File: config.mk
export PLATFORM = sky130hd
export DESIGN_NAME = fifo_rd_stream
export DESIGN_NICKNAME = d
export VERILOG_FILES = /design/src/rtl/fifo_pkg.sv /design/src/rtl/stream_skid_buf.sv /design/src/rtl/fifo_rd_stream.sv
export SDC_FILE = /design/constraint.sdc
export NUM_CORES = 1
export LEC_CHECK = 0
export ABC_AREA = 0
export CAP_MARGIN = 20
export CORE_MARGIN = 2
export CORE_UTILIZATION = 53
export CTS_CLUSTER_SIZE = 24
export DETAILED_ROUTE_END_ITERATION = 8
export GPL_TIMING_DRIVEN = 0
export HOLD_SLACK_MARGIN = 0.05
export PLACE_DENSITY = 0.9
export REMOVE_ABC_BUFFERS = 1
export SETUP_SLACK_MARGIN = 0.2
export SYNTH_ARGS = -nofsm -noshare
export SYNTH_HDL_FRONTEND = slang
export SYNTH_HIERARCHICAL = 1
export SYNTH_SLANG_ARGS = --single-unit
File: constraint.sdc
create_clock -name clk -period 7.2 [get_ports clk]
set_clock_uncertainty 0.2 [all_clocks]
set_input_delay 1.8 -clock clk [delete_from_list [all_inputs] [get_ports clk]]
set_output_delay 1.8 -clock clk [all_outputs]
set_load 0.005 [all_outputs]
File: src/rtl/fifo_pkg.sv
// Shared constants and types for the FIFO read-side stream adapter.
package fifo_pkg;

    localparam int FIFO_RD_BUF_DEPTH = 2;
    localparam int FIFO_RD_LVL_W     = $clog2(FIFO_RD_BUF_DEPTH + 1);
    localparam int FIFO_XFER_CNT_W   = 16;

    // Output buffer occupancy; the encoding is the occupancy value itself.
    typedef enum logic [FIFO_RD_LVL_W-1:0] {
        BUF_EMPTY = 2'd0,
        BUF_ONE   = 2'd1,
        BUF_FULL2 = 2'd2
    } buf_state_e;

endpackage

File: src/rtl/stream_skid_buf.sv
// Two-entry in-order output buffer; the head entry drives the stream data.
module stream_skid_buf
    import fifo_pkg::*;
#(
    parameter int DATA_WIDTH = 8
) (
    input  logic                     clk,
    input  logic                     rst_n,
    input  logic                     push,
    input  logic [DATA_WIDTH-1:0]    push_data,
    input  logic                     pop,
    output logic [DATA_WIDTH-1:0]    head_data,
    output logic [FIFO_RD_LVL_W-1:0] count
);

    localparam int IDX_W = $clog2(FIFO_RD_BUF_DEPTH);

    logic [DATA_WIDTH-1:0] mem [FIFO_RD_BUF_DEPTH];
    logic [IDX_W-1:0]      head_idx;
    logic [IDX_W-1:0]      tail_idx;
    buf_state_e            state;
    buf_state_e            state_next;
    logic                  do_push;
    logic                  do_pop;

    // Pushing into a full buffer or popping an empty one is dropped rather than corrupting order.
    assign do_push = push && ((state != BUF_FULL2) || pop);
    assign do_pop  = pop && (state != BUF_EMPTY);

    always_comb begin
        state_next = state;
        case (state)
            BUF_EMPTY: if (do_push) state_next = BUF_ONE;
            BUF_ONE: begin
                if (do_push && !do_pop)      state_next = BUF_FULL2;
                else if (!do_push && do_pop) state_next = BUF_EMPTY;
            end
            BUF_FULL2: if (do_pop && !do_push) state_next = BUF_ONE;
            default:   state_next = BUF_EMPTY;
        endcase
    end

    always_ff @(posedge clk or negedge rst_n) begin
        if (!rst_n) begin
            state    <= BUF_EMPTY;
            head_idx <= '0;
            tail_idx <= '0;
            for (int i = 0; i < FIFO_RD_BUF_DEPTH; i++) begin
                mem[i] <= '0;
            end
        end else begin
            state <= state_next;
            if (do_push) begin
                mem[tail_idx] <= push_data;
                tail_idx      <= tail_idx + 1'b1;
            end
            if (do_pop) begin
                head_idx <= head_idx + 1'b1;
            end
        end
    end

    assign head_data = mem[head_idx];
    assign count     = state;

endmodule

File: src/rtl/fifo_rd_stream.sv
// Pops the synchronous FIFO (one-cycle read latency) and presents words as a valid/ready stream.
// Optional accepted-word counter on xfer_cnt when FIFO_RD_STREAM_CNT_EN is defined.
module fifo_rd_stream
    import fifo_pkg::*;
#(
    parameter int DATA_WIDTH = 8
) (
    input  logic                     clk,
    input  logic                     rst_n,
    input  logic                     fifo_empty,
    input  logic [DATA_WIDTH-1:0]    fifo_rdout,
    output logic                     fifo_ren,
    output logic                     m_valid,
    input  logic                     m_ready,
    output logic [DATA_WIDTH-1:0]    m_data,
    output logic [FIFO_RD_LVL_W-1:0] level
`ifdef FIFO_RD_STREAM_CNT_EN
    ,
    output logic [FIFO_XFER_CNT_W-1:0] xfer_cnt
`endif
);

    localparam logic [FIFO_RD_LVL_W:0] DEPTH_L = (FIFO_RD_LVL_W + 1)'(FIFO_RD_BUF_DEPTH);

    logic                     inflight;
    logic                     pop_out;
    logic [FIFO_RD_LVL_W-1:0] count;
    logic [FIFO_RD_LVL_W:0]   committed;

    stream_skid_buf #(
        .DATA_WIDTH(DATA_WIDTH)
    ) u_buf (
        .clk      (clk),
        .rst_n    (rst_n),
        .push     (inflight),
        .push_data(fifo_rdout),
        .pop      (pop_out),
        .head_data(m_data),
        .count    (count)
    );

    assign m_valid = (count != '0);
    assign pop_out = m_valid && m_ready;
    assign level   = count;

    // Words held plus the word still in the FIFO read pipe; a slot freed this cycle may be refilled.
    assign committed = {1'b0, count} + {{FIFO_RD_LVL_W{1'b0}}, inflight};
    assign fifo_ren  = !fifo_empty && ((committed < DEPTH_L) || ((committed == DEPTH_L) && pop_out));

    always_ff @(posedge clk or negedge rst_n) begin
        if (!rst_n) begin
            inflight <= 1'b0;
        end else begin
            inflight <= fifo_ren;
        end
    end

`ifdef FIFO_RD_STREAM_CNT_EN
    always_ff @(posedge clk or negedge rst_n) begin
        if (!rst_n) begin
            xfer_cnt <= '0;
        end else if (pop_out) begin
            xfer_cnt <= xfer_cnt + FIFO_XFER_CNT_W'(1);
        end
    end
`endif

endmodule

==> results of run 1 <==
-- placed cells by master, fill, tap and decap left out --
cell type        netlist  final
or2_2                  1      1
mux2_4                16     16
clkbuf_4               0      3
clkdlybuf4s50_1        0     23
inv_1                  5      5
clkinvlp_4             0      1
or4bb_2                1      1
xnor2_1                2      2
nor4b_2                1      1
mux2_2                 8      8
nand3b_1               1      1
ha_1                   5      5
and3_1                 1      1
o21a_1                 1      1
o21ai_0                3      3
a22o_1                 1      1
nand2_1                1      1
or2b_1                 1      1
and3b_1                1      1
dfrtp_1               21     21
mux2i_1                1      1
or3b_1                 1      1
-- final cells by class --
class,count,area share
timing repair buffer,23,0.168
multi-input combinational,46,0.386
inverter,5,0.0137
tap,27,0.0247
clock inverter,1,0.00549
clock buffer,3,0.0165
sequential,21,0.385
-- flip-flops by register name (all words and copies together), names as in the netlist --
| register | flops |
|---|---|
| u_buf/count | 2 |
| u_buf/mem | 16 |
| u_buf/tail_idx | 1 |
| u_buf/head_idx | 1 |
| inflight | 1 |
-- metal layers --
layer / share of wire / track usage
met5: 0 / 0
met1: 0.43 / 0.265
met4: 0.0089 / 0.0556
met3: 0.055 / 0.0455
met2: 0.50 / 0.351
-- power by group through the flow --
stage,logic [mW],clock network [mW],registers (mW)
after floorplan,0.202,0,0.215
after global placement,0.315,0,0.225
after detailed placement,0.328,0,0.233
after CTS,0.332,0.0601,0.230
after global routing,0.355,0.0656,0.240
final,0.327,0.0580,0.231
-- path summary, 6_finish.rpt --
check                                from              to  slack (ns)  depth (start not counted)
setup / recovery               fifo_empty        fifo_ren        2.07                          4
hold / removal             u_buf/tail_idx  u_buf/tail_idx        0.31                          1
setup reg to reg           u_buf/count[1]  u_buf/count[1]        4.54                          7
hold reg to reg            u_buf/tail_idx  u_buf/tail_idx        0.31                          1
max in group asynchronous           rst_n   u_buf/mem[10]        4.47                          1
min in group asynchronous           rst_n  u_buf/count[1]        1.78                          1
-- cell usage after synthesis --
master     n  area [um^2]
mux2i_1    1         10.0
or2_2      1         6.26
a22o_1     1         8.76
o21a_1     1         7.51
or3b_1     1         8.76
xnor2_1    2         17.5
or4bb_2    1         12.5
nand3b_1   1         7.51
o21ai_0    3         15.0
ha_1       5         62.6
mux2_4    16          240
buf_6      2         22.5
mux2_2     8         90.1
inv_1      5         18.8
or2b_1     1         7.51
clkbuf_1   1         3.75
and3_1     1         6.26
nor4b_2    1         15.0
and3b_1    1         8.76
nand2_1    1         3.75
dfrtp_1   21          526
-- logic make-up (layout without fill, tap and decap cells) --
| logic type | after synthesis | in the layout | synth area share |
|---|---|---|---|
| multiplexers | 25 | 25 | 0.310 |
| flip-flops | 21 | 21 | 0.478 |
| AND/OR/NAND/NOR | 9 | 9 | 0.0695 |
| buffers and inverters | 8 | 32 | 0.0410 |
| adder cells (fa/ha/maj) | 5 | 5 | 0.0569 |
| AO/OA/AOI/OAI | 5 | 5 | 0.0285 |
| XOR/XNOR | 2 | 2 | 0.0159 |
-- metrics by stage --
step                setup WS (ns)  hold slack [ns]  utilization  power [mW]
floorplan                    3.03            0.253            -       0.417
CTS                          2.05            0.306        0.696       0.621
detailed placement           2.06            0.286        0.681       0.560
global placement             2.09            0.269        0.681       0.539
finish                       2.07            0.307        0.696       0.616
global route                 1.99            0.327        0.696       0.660
==> run metrics, run 1 <==
Starting Density 0.560; All-Layer GR Usage 0.206; DP Cell Count 122; Yosys cell types 21; Ys Warns 6; Antenna Diode Count 0; post-CTS resize count 0; Placement Cell Area 0.00134 mm^2; TritonRoute pass-1 iters 4; Net Switching roughly 0.19 mW; Yosys reg bits 21; antenna-violating nets left 0; core area 0.00196 mm^2; critical path class in -> out; crit path DAT about 3.1 ns; Crit path max-delay family buffers and inverters; VDD IR-drop max 0.228 mV; Tightest Hold Check Type reg -> reg; final setup vio count 0; sequential area share after synthesis 0.478; die area around 0.0025 mm^2; clk sinks 21; post-route clock period utilization 0.712; Avg Inst Size Synth 14.6 um^2; share of layout cells above drive strength 1 0.313; number of global-route vias before repair 752; CTS clk-pin slew, worst paths 0.11 ns; grt total ovfl 0; GPL Wtd Cong between 0.6 and 0.7; PortBufs 23; Mapped Cells 75; # rows 16; WL/cell 16.9 um; Seq pwr share 0.375; vias per inst around 5.3; P&R area growth vs syn 24.4%; switching share of power 0.310; setup_tns 0 ns; crit path max fanout 2; initial drt markers 8; first-pass GRT wire length 3.80 mm; total CTS buffers 3; fin cells 126; Clk Latency, worst-skew pair approximately 0.31 ns; WP data required 5.20 ns; max-cap viol count 0; Int Pwr about 0.42 mW; Die H 49.5 um; largest net degree at the start of global routing 22; post-route cell area 0.00137 mm^2; IO Pins 24; Slew Limit Fails 0; cts-stage hold buffer count 0; via count 662; most frequent CP cell clkdlybuf4s50_1; clock power share 0.094; Tmin final 5.13 ns; # Post-CTS Setup Buffers 0; P_leak between 0.6 and 0.7 nW; status completed; Seq. cell area 526 um^2; Max Freq roughly 200 MHz; combinational power share 0.531; Total Wirelength 2.13 mm; Slew HR 0.399; Post-Syn Area 0.00110 mm^2; H-tree Lvls 1; Slew @ Worst Pin 0.899 ns; DRC 0; Worst setup SP type primary input; clk buf depth 2; Slowest-stage cell, CP clkdlybuf4s50_1; root buffer cell clkbuf_4; Nets 117; dpl hpwl 1.61 mm; initial antenna violation count 0; fillers 157; Fin. Hold Viols 0; Die Width 49.5 um; CP cell instances clkdlybuf4s50_1 -> nor4b_2 -> a22o_1 -> clkdlybuf4s50_1; multi-input combinational cell area 528 um^2; CP Capture Type output port; max incr delay on CP 0.50 ns; CTS tree done; CP Buf/Inv Count 2; RSZ-0062 raised after global routing false; Power Density 451 mW/mm^2
(Power assumes the default switching activity.)
==> run 2, diff against run 1 <==
- CORE_UTILIZATION: 53 -> 44
- PLACE_DENSITY: 0.9 -> 0.81
- clock period: 7.2 -> 4.69 ns (I/O delays scaled with it)
==> run 2 against run 1 <==
Total power grew 49%. Cell count grew 2.4%. Setup slack lost 1.3 ns. Sequential power grew 52%. Clock power grew 38%. Critical endpoint unchanged.
==> run metrics, run 2 (synthesis gave the netlist of run 1 again) <==
r2r setup slk approximately 2.1 ns; crit path DAT 2.51 ns; Slew HR 0.377; combinational power share 0.533; Antenna Diode Count 0; VDD IR-drop max between 0.3 and 0.4 mV; All-Layer GR Usage 0.141; initial antenna violation count 0; Slew @ Worst Pin 0.932 ns; # rows 18; Clk Latency, worst-skew pair 0.28 ns; H-tree Lvls 1; Tmin final 3.88 ns; Power Density ~670 mW/mm^2; die area 0.00291 mm^2; Die H 54.0 um; fillers 213; Int Pwr 0.652 mW; final setup vio count 0; CP Capture Type output port; post-route clock period utilization 0.827; crit path max fanout 2; RSZ-0062 raised after global routing false; dpl hpwl 1.29 mm; Die Width around 54 um; P_leak 0.613 nW; max-cap viol count 0; Slew Limit Fails 0; TritonRoute pass-1 iters 2; core area 0.00241 mm^2; P&R area growth vs syn 24.4%; PortBufs 23; CP endpoint fifo_ren; reg2reg end u_buf/count[1]; CTS clk-pin slew, worst paths ~0.10 ns; DRC 0; WL/cell 14.0 um; initial drt markers 3; Tightest Hold Check Type reg -> reg; WP data required 3.32 ns; setup_tns 0 ns; r2r worst-path depth 7; CP Launch Point fifo_empty; Total Wirelength 1.81 mm; Seq. cell area between 500 and 600 um^2; total CTS buffers 3; most common cell after layout, fill and taps aside clkdlybuf4s50_1; vias per inst 4.99; share of layout cells above drive strength 1 0.303; critical path class in -> out; Starting Density 0.456; Net Switching 0.268 mW; largest net degree at the start of global routing 22; clk sinks 21; Worst setup SP type primary input; CTS tree done; status completed; post-CTS resize count 0; Largest register FFs 16; GPL Wtd Cong 0.682; via count 644; hold_ws around 0.29 ns; Nets 117; # Post-CTS Setup Buffers 0; switching share of power 0.292; grt total ovfl 0; multi-input combinational cell area between 500 and 600 um^2; Fin. Hold Viols 0; clock power share 0.087; number of global-route vias before repair roughly 660; root buffer cell clkbuf_4; commonest non-fill, non-tap cells in the layout 23 x clkdlybuf4s50_1, 21 x dfrtp_1, 16 x mux2_4; first-pass GRT wire length 2.89 mm; Max Freq approximately 260 MHz; cts-stage hold buffer count 0; antenna-violating nets left 0; IO Pins 24; clk buf depth 2; Most flops, register u_buf/mem; Seq pwr share 0.380; R2R Path Start u_buf/count[1]
==> run 2: metal layers <==
metal  track usage  vias up  part of all wire
met5             0        -                 0
met4        0.0513        0                 0
met3        0.0361        0             0.058
met2         0.215       16              0.44
met1         0.192      316              0.50
li1              -      312                 -
==> run 2: critical path, cell delays in order <==
cell and delay (ns):
clkdlybuf4s50_1 0.43, nor4b_2 0.22, a22o_1 0.18, clkdlybuf4s50_1 0.50
==> run 2: metrics by stage <==
| stage | utilization | instances | setup slack [ns] | instance area [um^2] | power [mW] |
|---|---|---|---|---|---|
| final | 0.567 | 129 | 0.811 | 1370 | 0.920 |
| after global placement | 0.556 | 125 | 0.829 | 1340 | 0.830 |
| after detailed placement | 0.556 | 125 | 0.800 | 1340 | 0.844 |
| after floorplan | - | 72 | 1.65 | 1070 | 0.640 |
| after CTS | 0.567 | 129 | 0.798 | 1370 | 0.933 |
| after global routing | 0.567 | 129 | 0.755 | 1370 | 0.993 |
==> run 2: worst min path at each step <==
stage                   start              to  slack, ns  depth (start not counted)
2_1_floorplan  u_buf/tail_idx  u_buf/tail_idx       0.25                          1
3_3_place_gp   u_buf/tail_idx  u_buf/tail_idx       0.27                          1
3_5_place_dp   u_buf/tail_idx  u_buf/tail_idx       0.27                          1
4_1_cts        u_buf/tail_idx  u_buf/tail_idx       0.30                          1
5_1_grt        u_buf/tail_idx  u_buf/tail_idx       0.31                          1
6_report       u_buf/tail_idx  u_buf/tail_idx       0.29                          1
==> run 2: cell type report <==
cell class,count,share of cell area
Timing Repair Buffer,23,0.168
Tap cell,30,0.0275
Multi-Input combinational cell,46,0.386
Sequential cell,21,0.385
Clock buffer,4,0.0192
Inverter,5,0.0137
==> run 2: power by group through the flow <==
| stage | registers [mW] | clock network [mW] | logic, mW |
|---|---|---|---|
| after detailed placement | 0.353 | 0 | 0.491 |
| final | 0.350 | 0.0802 | 0.490 |
| after global routing | 0.363 | 0.0948 | 0.535 |
| after global placement | 0.348 | 0 | 0.482 |
| after CTS | 0.351 | 0.0860 | 0.497 |
| after floorplan | 0.330 | 0 | 0.310 |
==> run 3, diff against run 2 <==
- clock period: 4.69 -> 3.45 ns (I/O delays scaled with it)
==> run 3 against run 2 <==
Final area is 0.46% higher. First-iteration DRC count stayed put. Count of clock-buffer cells in the layout stayed put. Sequential power is 36% higher. Setup slack worse by 0.38 ns. Cell count is 0.78% higher.
==> run metrics, run 3 (synthesis gave the netlist of run 1 again) <==
status completed; DP Cell Count 125; most common cell after layout, fill and taps aside clkdlybuf4s50_1; H-tree Lvls 1; DRC 0; commonest non-fill, non-tap cells in the layout 22 x clkdlybuf4s50_1, 21 x dfrtp_1, 16 x mux2_4; P_leak 0.620 nW; Slew Limit Fails 0; die area roughly 0.0029 mm^2; crit path max fanout 2; Die Width 54.0 um; critical path class in -> out; Slew HR 0.377; via count 644; Slowest-stage cell, CP clkdlybuf4s50_1; WL/cell 14.0 um; initial drt markers 3; grt total ovfl 0; total CTS buffers 3; CTS tree done; fillers between 200 and 250; RSZ-0062 raised after global routing false; Starting Density 0.456; All-Layer GR Usage 0.144; crit path DAT 1.95 ns; GPL Wtd Cong 0.682; Power Density just over 900 mW/mm^2; TritonRoute pass-1 iters 2; clk buf depth 2; IO Pins 24; antenna-violating nets left 0; CTS clk-pin slew, worst paths roughly 0.1 ns; PortBufs 23; root buffer cell clkbuf_4; fin cells 130; clk sinks 21; Largest register FFs 16; CP Capture Type output port; Most flops, register u_buf/mem; P&R area growth vs syn 24.9%; max-cap viol count 0; largest net degree at the start of global routing 22; Antenna Diode Count 0; VDD IR-drop max 0.419 mV; Fin. Hold Viols 0; core area about 0.0024 mm^2; max incr delay on CP 0.44 ns; Nets 118; setup_tns 0 ns; Tightest Hold Check Type reg -> reg; Worst setup SP type primary input; WP data required 2.39 ns; Slew @ Worst Pin 0.932 ns; Die H 54.0 um; post-route clock period utilization 0.874; Clk Latency, worst-skew pair 0.28 ns; share of layout cells above drive strength 1 0.310; Max Freq around 330 MHz; cts-stage hold buffer count 0; number of global-route vias before repair between 600 and 700; first-pass GRT wire length between 2 and 3 mm; CP cell instances clkdlybuf4s50_1 -> nor4b_2 -> a22o_1 -> dlygate4sd2_1; Total Wirelength 1.82 mm; initial antenna violation count 0; dpl hpwl 1.29 mm; final setup vio count 0; vias per inst 4.95; # rows 18; Tmin final 3.02 ns
-- run 3: per-stage QoR --
| stage | setup slack, ns | utilization | power, mW | hold WS [ns] | cell area (um^2) |
|---|---|---|---|---|---|
| after global placement | 0.209 | 0.556 | 1.13 | 0.269 | 1340 |
| after detailed placement | 0.180 | 0.556 | 1.15 | 0.273 | 1340 |
| after global routing | 0.311 | 0.570 | 1.36 | 0.310 | 1370 |
| after CTS | 0.450 | 0.570 | 1.27 | 0.298 | 1370 |
| after floorplan | 0.723 | - | 0.870 | 0.253 | 1070 |
| final | 0.433 | 0.570 | 1.26 | 0.291 | 1370 |
-- run 3: worst max-delay path, delay by kind of cell --
kind	cells	cell delay, ns
buffers and inverters	2	0.68
AOI/OAI and AO/OA	1	0.18
and+or+nand+nor	1	0.24
-- run 3: final timing paths --
kind / from / to / slack (ns) / depth (start not counted)
min in group asynchronous: rst_n / u_buf/mem[7] / 0.89 / 1
worst max register to register: u_buf/count[1] / u_buf/count[1] / 0.84 / 7
worst max-delay path: fifo_empty / fifo_ren / 0.43 / 4
worst min-delay path: u_buf/tail_idx / u_buf/tail_idx / 0.29 / 1
worst min register to register: u_buf/tail_idx / u_buf/tail_idx / 0.29 / 1
max in group asynchronous: rst_n / u_buf/mem[3] / 1.60 / 1
-- run 3: power breakdown --
part / internal [mW] / total, mW / leakage (nW) / switching, mW
Combinational: 0.474 / 0.671 / 0.356 / 0.197
Sequential: 0.370 / 0.475 / 0.249 / 0.105
Clock: 0.0449 / 0.109 / 0.0150 / 0.0642
-- run 3: area by class of cell --
class	instances	area, um^2	area share
clock buffer	4	26.3	0.0191
inverter	5	18.8	0.0137
multi-input combinational	46	528	0.385
sequential	21	526	0.383
tap	30	37.5	0.0273
timing repair buffer	24	236	0.172
-- run 3: what timing repair did --
item,CTS,global route
setup buffers,1,0
gates resized for setup,1,0
setup endpoints to repair,1,0
-- run 3: routing by layer --
metal	GRT usage	share of wire	routed length [um]	vias to the layer above
met1	0.193	0.50	907	314
li1	-	-	-	314
met2	0.224	0.44	808	16
met5	0	0	0	-
met3	0.0361	0.057	104	0
met4	0.0513	0	0	0
